**config.mk**
```make
export PLATFORM = sky130hd
export DESIGN_NAME = x_buffer_ctrl
export DESIGN_NICKNAME = d
export VERILOG_FILES = /design/src/rtl/x_buffer_ctrl.sv
export SDC_FILE = /design/constraint.sdc
export NUM_CORES = 1
export LEC_CHECK = 0
export BUFFER_PORTS_ARGS = -buffer_cell sky130_fd_sc_hd__clkbuf_2
export CAP_MARGIN = 10
export CORE_MARGIN = 5
export CORE_UTILIZATION = 35
export CTS_CLUSTER_SIZE = 10
export DETAILED_ROUTE_END_ITERATION = 12
export HOLD_SLACK_MARGIN = 0.05
export PLACE_DENSITY = 0.61
export SLEW_MARGIN = 10
export SYNTH_ARGS = -nofsm -noshare
export SYNTH_HDL_FRONTEND = slang
export SYNTH_SLANG_ARGS = --single-unit
```
**constraint.sdc**
```tcl
create_clock -name clk -period 2.32 [get_ports clk]
set_input_delay 0.232 -clock clk [delete_from_list [all_inputs] [get_ports clk]]
set_output_delay 0.232 -clock clk [all_outputs]
set_load 0.1 [all_outputs]
```
**src/rtl/x_buffer_ctrl.sv**
```systemverilog
`default_nettype none
// ============================================================================
//  Module   : x_buffer_ctrl
//  Purpose  : Sequencer for the four-slot X row buffer of the 3x3
//             convolution datapath. Preloads image rows 0..2 into slots
//             1..3. For each output row it then issues ALU beats while
//             loading the next image row into the free slot. Each row ends
//             with a rotate pulse, and a done pulse follows the last row.
//  Ports    : clk, rst         - clock / async active-high reset
//             start            - run request (sampled in IDLE only)
//             in_valid/in_ready- word source handshake (in_ready == load_en)
//             load_done        - X buffer reports a full row loaded
//             alu_ready        - MAC array accepts a beat
//             load_en, alu_en  - X buffer load enable / shift beat
//             row_finish       - one-cycle row-end rotate pulse
//             row_count        - row index driving slot selection
//             busy, done       - activity flag / one-cycle completion pulse
//  Revision : 1.0 - initial release
// ============================================================================
module x_buffer_ctrl #(
    parameter int N_ROWS     = 28,
    parameter int ALU_STEPS  = 27,
    parameter int LOAD_WORDS = 7
) (
    input  logic       clk,
    input  logic       rst,
    input  logic       start,
    input  logic       in_valid,
    output logic       in_ready,
    input  logic       load_done,
    input  logic       alu_ready,
    output logic       load_en,
    output logic       alu_en,
    output logic       row_finish,
    output logic [4:0] row_count,
    output logic       busy,
    output logic       done
);

    localparam logic [2:0] c_LOAD_WORDS    = 3'(LOAD_WORDS);
    localparam logic [4:0] c_ALU_STEPS     = 5'(ALU_STEPS);
    // Last output row, and last output row that still has an image row to fetch.
    localparam logic [4:0] c_LAST_ROW      = 5'(N_ROWS - 3);
    localparam logic [4:0] c_LAST_LOAD_ROW = 5'(N_ROWS - 4);

    typedef enum logic [2:0] {
        S_IDLE    = 3'd0,
        S_PRELOAD = 3'd1,
        S_COMPUTE = 3'd2,
        S_ROW_END = 3'd3,
        S_DONE    = 3'd4
    } state_t;

    state_t     r_state,     w_state_nxt;
    logic [2:0] r_word_cnt,  w_word_cnt_nxt;
    logic [4:0] r_step_cnt,  w_step_cnt_nxt;
    logic [4:0] r_row_count, w_row_count_nxt;
    logic       r_loaded,    w_loaded_nxt;
    logic [4:0] w_row_inc;

    always_ff @(posedge clk or posedge rst) begin
        if (rst) begin
            r_state     <= S_IDLE;
            r_word_cnt  <= 3'd0;
            r_step_cnt  <= 5'd0;
            r_row_count <= 5'd0;
            r_loaded    <= 1'b0;
        end else begin
            r_state     <= w_state_nxt;
            r_word_cnt  <= w_word_cnt_nxt;
            r_step_cnt  <= w_step_cnt_nxt;
            r_row_count <= w_row_count_nxt;
            r_loaded    <= w_loaded_nxt;
        end
    end

    assign w_row_inc = r_row_count + 5'd1;

    always_comb begin
        w_state_nxt     = r_state;
        w_word_cnt_nxt  = r_word_cnt;
        w_step_cnt_nxt  = r_step_cnt;
        w_row_count_nxt = r_row_count;
        w_loaded_nxt    = r_loaded;
        load_en         = 1'b0;
        alu_en          = 1'b0;
        row_finish      = 1'b0;
        done            = 1'b0;
        busy            = 1'b1;

        case (r_state)
            S_IDLE: begin
                busy = 1'b0;
                if (start) begin
                    w_state_nxt     = S_PRELOAD;
                    w_row_count_nxt = 5'd1;
                    w_word_cnt_nxt  = 3'd0;
                    w_step_cnt_nxt  = 5'd0;
                    w_loaded_nxt    = 1'b0;
                end
            end

            S_PRELOAD: begin
                // Holding load_en low at a full row keeps the load_done cycle transfer-free.
                load_en = (r_word_cnt < c_LOAD_WORDS);
                if (load_en && in_valid) begin
                    w_word_cnt_nxt = r_word_cnt + 3'd1;
                end
                if (load_done) begin
                    w_word_cnt_nxt = 3'd0;
                    if (r_row_count == 5'd3) begin
                        w_state_nxt     = S_COMPUTE;
                        w_row_count_nxt = 5'd0;
                        w_step_cnt_nxt  = 5'd0;
                        w_loaded_nxt    = (5'd0 > c_LAST_LOAD_ROW);
                    end else begin
                        w_row_count_nxt = w_row_inc;
                    end
                end
            end

            S_COMPUTE: begin
                alu_en  = (r_step_cnt < c_ALU_STEPS) && alu_ready;
                load_en = !r_loaded && (r_word_cnt < c_LOAD_WORDS);
                if (alu_en) begin
                    w_step_cnt_nxt = r_step_cnt + 5'd1;
                end
                if (load_en && in_valid) begin
                    w_word_cnt_nxt = r_word_cnt + 3'd1;
                end
                if (load_done) begin
                    w_loaded_nxt = 1'b1;
                end
                // Look at the post-beat count so the final beat and the exit share a cycle,
                // giving a row period of ALU_STEPS beats plus one ROW_END cycle.
                if ((w_step_cnt_nxt == c_ALU_STEPS) && (r_loaded || load_done)) begin
                    w_state_nxt = S_ROW_END;
                end
            end

            S_ROW_END: begin
                row_finish = 1'b1;
                if (r_row_count == c_LAST_ROW) begin
                    w_state_nxt = S_DONE;
                end else begin
                    w_state_nxt     = S_COMPUTE;
                    w_row_count_nxt = w_row_inc;
                    w_word_cnt_nxt  = 3'd0;
                    w_step_cnt_nxt  = 5'd0;
                    // The tail rows have no image row left to fetch.
                    w_loaded_nxt    = (w_row_inc > c_LAST_LOAD_ROW);
                end
            end

            S_DONE: begin
                done        = 1'b1;
                w_state_nxt = S_IDLE;
            end

            default: begin
                w_state_nxt = S_IDLE;
            end
        endcase
    end

    assign in_ready  = load_en;
    assign row_count = r_row_count;

endmodule
`default_nettype wire

```
==> results of run 1 <==
## power by group
part	total [mW]	switching (mW)	leakage, nW	internal [mW]
logic	0.600	0.372	0.405	0.228
registers	0.534	0.153	0.206	0.381
clock network	0.222	0.0997	0.0228	0.122
## cell type report
class / instances / area (µm²)
Tap cell: 48 / 60.1
Inverter: 12 / 45.0
Clock buffer: 4 / 45.0
Fill cell: 396 / 2160
Multi-Input combinational cell: 110 / 783
Sequential cell: 17 / 428
Timing Repair Buffer: 18 / 110
## synthesized netlist by cell type, types with 2 or more instances
library cell   n
ha_1           5
buf_2          4
or3b_1         3
clkbuf_1       3
nand3_1        4
and3_1         2
and2_1         2
nor2_1        10
nor3_1         4
a21oi_1        5
mux2i_1        5
a22o_1         2
mux2_2         2
o21ai_1        6
nand4b_1       2
a31oi_1        2
or3_1          2
dfrtp_1       17
a41oi_1        2
inv_1         11
a311oi_1       4
o21ai_0        7
a211oi_1       2
o211ai_1       3
nand2_1       12
nand2b_1       4
## cells by family after synthesis
logic type / count (synthesis)
flops: 17
mux: 7
compound gates: 45
fa+ha+maj: 5
xor+xnor: 1
simple gates: 52
buf+inv: 21
## critical path, cell delays in order, from the launching register on
cell and delay, ps:
dfrtp_1 560, or3b_4 520, a311oi_4 390, buf_12 230
## what timing repair did
| item | CTS | global route |
|---|---|---|
| setup endpoints to repair | 0 | 1 |
| setup buffers | 0 | 0 |
| gates resized for setup | 0 | 1 |
## sequential cells by signal, summed over array words and instances (netlist names)
signal	count
row_count	5
r_loaded	1
r_word_cnt	3
r_step_cnt	5
r_state	3
## metal layers
metal | global-route usage [%] | wire length, µm
met1 | 18.4 | 1480
met2 | 19.1 | 1250
met3 | 2.70 | 166
met4 | 5.64 | 53
met5 | 0 | 0
## worst max-delay path by stage
stage / startpoint / to / slack (ps) / cells past startpoint
floorplan: r_state[0] / r_step_cnt[4] / 10 / 5
global placement: r_state[0] / r_word_cnt[1] / 310 / 4
detailed placement: r_state[0] / r_word_cnt[0] / 270 / 4
CTS: r_state[0] / alu_en / 60 / 3
global route: r_state[0] / alu_en / 60 / 3
finish: r_state[0] / alu_en / 130 / 3
==> qor.csv, run 1 <==
stage,metric,value,unit
timing,rsz0062_at_grt,no,
clock_network,cts.clk_slew.worst_paths,60,ps
floorplanning,start_util,35.7,%
clock_network,cts_tree,yes,
yosys,synthArstFlopShare,100,%
finish,nets,173,
timing,hold_violations,0,
floorplanning,rows,22,
global_route,grt_remaining_overflow,0,
global_route,grt_pass1_vias,1108,
worst_setup_path,timing.rr.end,row_count[0],
yosys,synth_top_family_by_area,compound AO/OA/AOI/OAI gates,
yosys,synth_xor_area_share,0.676,%
yosys,synth_warnings,0,
drt,dr.pass1.iters,5,
worst_setup_path,critPathMaxFanout,16,
yosys,synthesis.area,1300,µm²
global_route,grtUsageTotal,13.0,%
finish,diodes,0,
finish,area_delta_synth_final,13.5,%
floorplanning,dieArea,5020,µm²
global_route,grt_max_degree,18,
timing,min_period,2190,ps
yosys,synth_top_flop_cell,dfrtp_1,
drt,num_vias,1174,
pwr,power,1.36,mW
min_path,hold_path_class,in2async,
yosys,yosys.area_share.simple,22.1,%
yosys,synth_edf_count,0,
worst_setup_path,r2r_setup_slack,330,ps
drt,drtIter0Drc,89,
timing,hold_slack,50.9,ps
global_route,grt_pass1_wl,5240,µm
placement,io_buffers,16,
yosys,synth_top_cell_area_share,32.8,%
finish,drive_gt1_share,21.1,%
yosys,yosysTopAreaCell,dfrtp_1,
timing,drv_slew,0,
floorplanning,die_h,70.9,µm
worst_setup_path,cp.arrival,1960,ps
timing,fmax,0.457,GHz
global_route,antenna_found_initial,0,
drt,wl_per_cell,14.2,µm
pwr,powerDensity,921,nW/µm²
finish,final_util,40.5,%
placement,post-dp-hpwl,2230,µm
finish,mostFrequentLayoutCells,"15 x clkbuf_2, 15 x dfrtp_1, 12 x nand2_1, 11 x inv_1, 10 x nor2_1",
yosys,ys_seq_area_share,32.8,%
drt,drt-total-wl,2960,µm
drt,vias_per_cell,5.62,
floorplanning,core,3630,µm²
yosys,ys_seq_elements,17,
clock_network,cts.sinks,17,
placement,post-place-ws,270,ps
placement,postPlaceCellArea,1420,µm²
worst_setup_path,r2r_cells,3,
yosys,synth_fa_ha_area_share,4.83,%
yosys,synthCells,148,
yosys,synth_cell_types,49,
clock_network,hold_buffers,0,
timing,max_slew_margin,55.0,%
worst_setup_path,end_kind,primary output,
timing,worst_pin_slew,674,ps
finish,layout.cells.non_filler,209,
floorplanning,boundaryPins,17,
clock_network,htree_levels,1,
timing,setup_viol,0,
floorplanning,fp.dieW,70.9,µm
drt,drcViolationCount,0,
worst_setup_path,criticalPathCategory,reg2out,
yosys,synth-compound-area-share,26.6,%
placement,placed_cells,205,
timing,period_share,94.4,%
worst_setup_path,cp.required,2090,ps
timing,skew,1.61,ps
yosys,syn-num-nets,159,
run_status,status,"complete, no violations",
clock_network,insertion_delay,250,ps
clock_network,clk_path_buf_depth,2,
yosys,synthMuxAreaShare,5.60,%
clock_network,cts-root-buf,clkbuf_8,
flow_run,drv_cap,0,
worst_setup_path,worst_setup_path_start_kind,flip-flop,
pwr,ir_drop,0.373,mV
placement,gp_congestion,0.838,
yosys,avgSynthCellArea,8.76,µm²
timing,setup_tns,0,ps
clock_network,cts_buffers,3,
pwr,p_leak,0.634,nW
yosys,netlist_top_cells_area,"dfrtp_1 33%, ha_1 4.8%, mux2i_1 3.9%, nand2_1 3.5%, inv_1 3.2%",
worst_setup_path,worstReg2RegStart,r_state[0],
finish,final_cell_area,1470,µm²
timing,worst_slack,130,ps
drt,ant_nets,0,
No activity file was read; power rests on OpenSTA's default activity.
==> run 2, diff against run 1 <==
- SETUP_SLACK_MARGIN: not set -> 0.5
==> run 2 against run 1 <==
  * Core utilization grew 10 points
  * Die area stayed put
  * Critical path type unchanged
  * First-iteration DRC count increased by 35%
  * Highest routed layer unchanged
  * Largest cell class unchanged
  * Fmax is 17% higher
  * Sequential power is 0.7% higher
==> qor.csv, run 2 (synthesis results as in run 1) <==
stage,metric,value,unit
placement,io_buffers,16,
global_route,grt_remaining_overflow,0,
min_path,hold_path_class,in2async,
timing,min_period,1870,ps
clock_network,clk_path_buf_depth,2,
flow_run,drv_cap,0,
timing,rsz0062_at_grt,yes,
floorplanning,rows,22,
finish,regArea,448,µm²
global_route,grt_max_degree,18,
pwr,powerDensity,821,nW/µm²
run_status,status,"complete, no violations",
floorplanning,start_util,35.7,%
drt,drt-total-wl,3900,µm
timing,drv_slew,0,
drt,drcViolationCount,0,
worst_setup_path,r2r_setup_slack,540,ps
clock_network,cts.clk_slew.worst_paths,80,ps
timing,setup_viol,0,
global_route,grt_pass1_vias,1289,
floorplanning,die_h,70.9,µm
finish,multi_input_area,898,µm²
finish,diodes,0,
drt,ant_nets,0,
drt,dr.pass1.iters,4,
drt,drtIter0Drc,120,
finish,layout_commonest_cell,buf_4,
pwr,power,1.52,mW
timing,worst_slack,450,ps
worst_setup_path,end_kind,primary output,
drt,num_vias,1305,
timing,period_share,80.6,%
clock_network,htree_levels,1,
finish,nets,193,
floorplanning,boundaryPins,17,
drt,vias_per_cell,5.70,
drt,wl_per_cell,17.0,µm
global_route,grtUsageTotal,15.5,%
timing,setup_tns,0,ps
finish,drive_gt1_share,40.3,%
worst_setup_path,cp.required,2090,ps
timing,fmax,0.535,GHz
placement,post-place-ws,353,ps
worst_setup_path,critPathMaxFanout,2,
clock_network,cts_tree,yes,
timing,hold_violations,0,
worst_setup_path,cp.arrival,1640,ps
clock_network,cts_buffers,3,
worst_setup_path,worst_setup_path_start_kind,flip-flop,
floorplanning,fp.dieW,70.9,µm
clock_network,cts.sinks,17,
clock_network,insertion_delay,270,ps
timing,max_slew_margin,51.7,%
global_route,grt_pass1_wl,6220,µm
pwr,p_leak,0.755,nW
worst_setup_path,slowest_delay,440,ps
global_route,antenna_found_initial,0,
clock_network,cts-root-buf,clkbuf_8,
worst_setup_path,cp_cell_sequence,or3b_4 > a311oi_4 > buf_12,
placement,post-dp-hpwl,2330,µm
timing,worst_pin_slew,723,ps
finish,mostFrequentLayoutCells,"13 x buf_4, 12 x nand2_1, 11 x clkbuf_2, 10 x inv_1, 9 x dfrtp_1",
clock_network,hold_buffers,0,
worst_setup_path,criticalPathCategory,reg2out,
floorplanning,dieArea,5020,µm²
worst_setup_path,cpMaxStageDelayCell,dfrtp_2,
pwr,ir_drop,0.440,mV
finish,area_delta_synth_final,42.7,%
placement,gp_congestion,0.845,
timing,skew,1.98,ps
finish,nFillCells,349,
finish,final_util,50.9,%
floorplanning,core,3630,µm²
-- run 2: cell count changes in the layout (fill, tap and decap cells not counted), moves of 3 or more --
cell | previous run | this run
clkbuf_2 | 15 | 11
dfrtp_1 | 15 | 9
buf_4 | 2 | 13
nor2_2 | 0 | 3
dfrtp_4 | 0 | 5
buf_6 | 0 | 7
nor2_1 | 10 | 7
-- run 2: worst paths after layout --
| check | start | endpoint | cells past startpoint |
|---|---|---|---|
| setup / recovery | r_state[2] | alu_en | 3 |
| setup reg to reg | r_state[1] | r_word_cnt[1] | 6 |
| min in group clk | load_done | r_state[1] | 3 |
| hold / removal | rst | row_count[2] | 2 |
| max in group asynchronous | rst | row_count[4] | 2 |
| hold reg to reg | r_word_cnt[1] | r_word_cnt[1] | 2 |
-- run 2: what timing repair did --
item	CTS	global route
pin swaps	5	8
gates cloned	1	0
gates resized for setup	19	18
buffers inserted	12	7
setup endpoints to repair	18	15
-- run 2: critical path, delay by kind of cell (launching register included) --
family          cells  cell delay (ps)
flops               1              440
buf+inv             1              220
compound gates      1              280
simple gates        1              430
-- run 2: area by class of cell --
class                   instances  share of cell area [%]
repair buffers                 37                    18.9
well taps                      48                    3.25
flip-flops and latches         17                    24.2
clock inverters                 1                   0.271
clock buffers                   3                    2.23
multi-input cells             111                    48.6
inverters                      12                    2.57
-- run 2: layer usage --
metal / GRT usage [%] / wire (µm) / share of wire [%] / vias up
met4: 6.47 / 63 / 1.6 / 0
li1: - / - / - / 617
met5: 0 / 0 / 0 / -
met3: 4.83 / 248 / 6.4 / 7
met1: 19.6 / 1700 / 44 / 631
met2: 24.6 / 1880 / 48 / 50
-- run 2: stage by stage --
stage          cell area [µm²]  hold slack (ps)  cells
6_report                  1850             52.6    229
5_1_grt                   1850              115    229
4_1_cts                   1730             73.5    222
3_5_place_dp              1500              364    205
3_3_place_gp              1500              349    205
2_1_floorplan             1390              158    148
-- run 2: where the power goes --
group / internal (mW) / switching (mW)
clock network: 0.120 / 0.127
logic: 0.311 / 0.421
registers: 0.386 / 0.152
total: 0.817 / 0.701
==> run 3, diff against run 2 <==
- clock period: 2.32 -> 1.95 ns (I/O delays scaled with it)
==> run 3 against run 2 <==
  * Wire length grew 5.3%
  * Total power grew 23%
  * Combinational power grew 30%
  * Sequential share of layout area shrank 2.4 points
  * Largest power group unchanged
==> qor.csv, run 3 (synthesis results as in run 1) <==
stage,metric,value,unit
run_status,status,"complete, no violations",
floorplanning,fp.dieW,70.9,µm
timing,worst_slack,129,ps
pwr,powerDensity,914,nW/µm²
floorplanning,rows,22,
drt,wl_per_cell,17.2,µm
clock_network,cts.sinks,17,
min_path,hold_path_class,in2reg,
worst_setup_path,cp_cell_sequence,or3b_4 > a311oi_4 > buf_12,
worst_setup_path,worstReg2RegStart,r_state[0],
timing,setup_viol,0,
worst_setup_path,timing.rr.end,row_count[0],
drt,ant_nets,0,
worst_setup_path,cpMaxStageDelayCell,dfrtp_2,
floorplanning,dieArea,5020,µm²
worst_setup_path,cp.required,1750,ps
timing,worst_pin_slew,701,ps
drt,vias_per_cell,5.76,
floorplanning,core,3630,µm²
floorplanning,die_h,70.9,µm
finish,nets,203,
placement,post-dp-hpwl,2490,µm
timing,period_share,93.4,%
finish,diodes,0,
worst_setup_path,criticalPathCategory,reg2out,
timing,drv_slew,0,
worst_setup_path,critPathMaxFanout,4,
clock_network,htree_levels,1,
finish,layout_commonest_cell,buf_4,
finish,layout.cells.non_filler,239,
global_route,antenna_found_initial,0,
floorplanning,boundaryPins,17,
timing,hold_slack,279,ps
finish,area_delta_synth_final,57.4,%
global_route,grt_pass1_wl,6150,µm
worst_setup_path,slowest_delay,450,ps
finish,final_util,56.2,%
worst_setup_path,r2r_cells,5,
timing,hold_violations,0,
placement,io_buffers,16,
placement,gp_congestion,0.914,
clock_network,cts.clk_slew.worst_paths,70,ps
global_route,grt_pass1_vias,1244,
global_route,grt_remaining_overflow,0,
finish,final_cell_area,2040,µm²
pwr,power_frac_clock,14.7,%
timing,max_slew_margin,53.2,%
clock_network,cts-root-buf,clkbuf_8,
pwr,p_sw,843,µW
timing,rsz0062_at_grt,yes,
worst_setup_path,worstSetupEndpoint,alu_en,
worst_setup_path,cp.arrival,1630,ps
finish,mostFrequentLayoutCells,"24 x buf_4, 12 x nand2_1, 11 x dfrtp_1, 10 x inv_1",
pwr,pwr-share-seq,34.2,%
floorplanning,start_util,35.7,%
clock_network,cts_buffers,3,
placement,postPlaceCellArea,1630,µm²
worst_setup_path,worst_setup_path_start_kind,flip-flop,
timing,skew,1.88,ps
drt,drtIter0Drc,122,
drt,drt-total-wl,4100,µm
pwr,power,1.87,mW
timing,setup_tns,0,ps
drt,dr.pass1.iters,4,
clock_network,clk_path_buf_depth,2,
global_route,grt_max_degree,18,
pwr,p_int,1.02,mW
flow_run,drv_cap,0,
worst_setup_path,end_kind,primary output,
placement,post-place-ws,164,ps
clock_network,insertion_delay,260,ps
placement,placed_cells,211,
worst_setup_path,r2r_setup_slack,150,ps
pwr,ir_drop,0.450,mV
drt,num_vias,1376,
pwr,p_leak,0.832,nW
global_route,grtUsageTotal,15.2,%
pwr,combPwrFrac,51.0,%
worst_setup_path,cp-startpoint,r_state[0],
timing,min_period,1820,ps
timing,fmax,0.549,GHz
drt,drcViolationCount,0,
clock_network,cts_tree,yes,
finish,drive_gt1_share,47.1,%
pwr,sw_frac_of_total,45.2,%
[run 3: cell count changes in the layout (fill, tap and decap cells not counted), moves of 2 or more]
cell / delta
dfrtp_1: +2
buf_12: +2
buf_2: +3
buf_4: +11
o21ai_2: +2
dfrtp_2: -2
o21ai_0: -2
clkbuf_2: -6
[run 3: final cells by class]
class | instances | area (µm²)
inverter | 12 | 45.0
clock inverter | 1 | 5.00
multi-input combinational | 111 | 1010
timing repair buffer | 47 | 438
clock buffer | 3 | 41.3
sequential | 17 | 445
tap | 48 | 60.1
fill | 319 | 1590
[run 3: per-layer routing]
| layer | vias up | GRT usage (%) | share of wire, % |
|---|---|---|---|
| li1 | 641 | - | - |
| met1 | 670 | 20.6 | 42 |
| met2 | 53 | 23.6 | 49 |
| met3 | 12 | 3.55 | 5.4 |
| met4 | 0 | 5.64 | 3.9 |
| met5 | - | 0 | 0 |
[run 3: power groups by stage]
stage                     clock network (mW)  registers, mW  logic (mW)
final                                  0.275          0.639       0.952
after global placement                     0          0.640       0.769
after detailed placement                   0          0.646       0.784
after CTS                              0.279          0.627       0.900
after floorplan                            0          0.663       0.583
after global routing                   0.291          0.658        1.03
[run 3: worst min-delay path by stage]
stage | startpoint | end | slack, ps | cells past startpoint
2_1_floorplan | rst | r_loaded | 120 | 1
3_3_place_gp | rst | r_step_cnt[3] | 310 | 2
3_5_place_dp | rst | r_state[0] | 330 | 2
4_1_cts | load_done | r_state[1] | 250 | 3
5_1_grt | load_done | r_state[1] | 300 | 3
6_report | load_done | r_state[1] | 280 | 3
[run 3: critical path: cells and delay by family, from the launching register on]
kind / cells / cell delay, ps
flops: 1 / 450
simple gates: 1 / 410
compound gates: 1 / 290
buf+inv: 1 / 220
[run 3: repair_timing]
item | in CTS | in global routing
endpoints found under the hold margin | 10 | 0
resized for setup | 20 | 23
gates cloned | 1 | 0
pin swaps | 9 | 12
hold buffers | 1 | 0
setup endpoints to repair | 21 | 27
setup buffers | 15 | 7
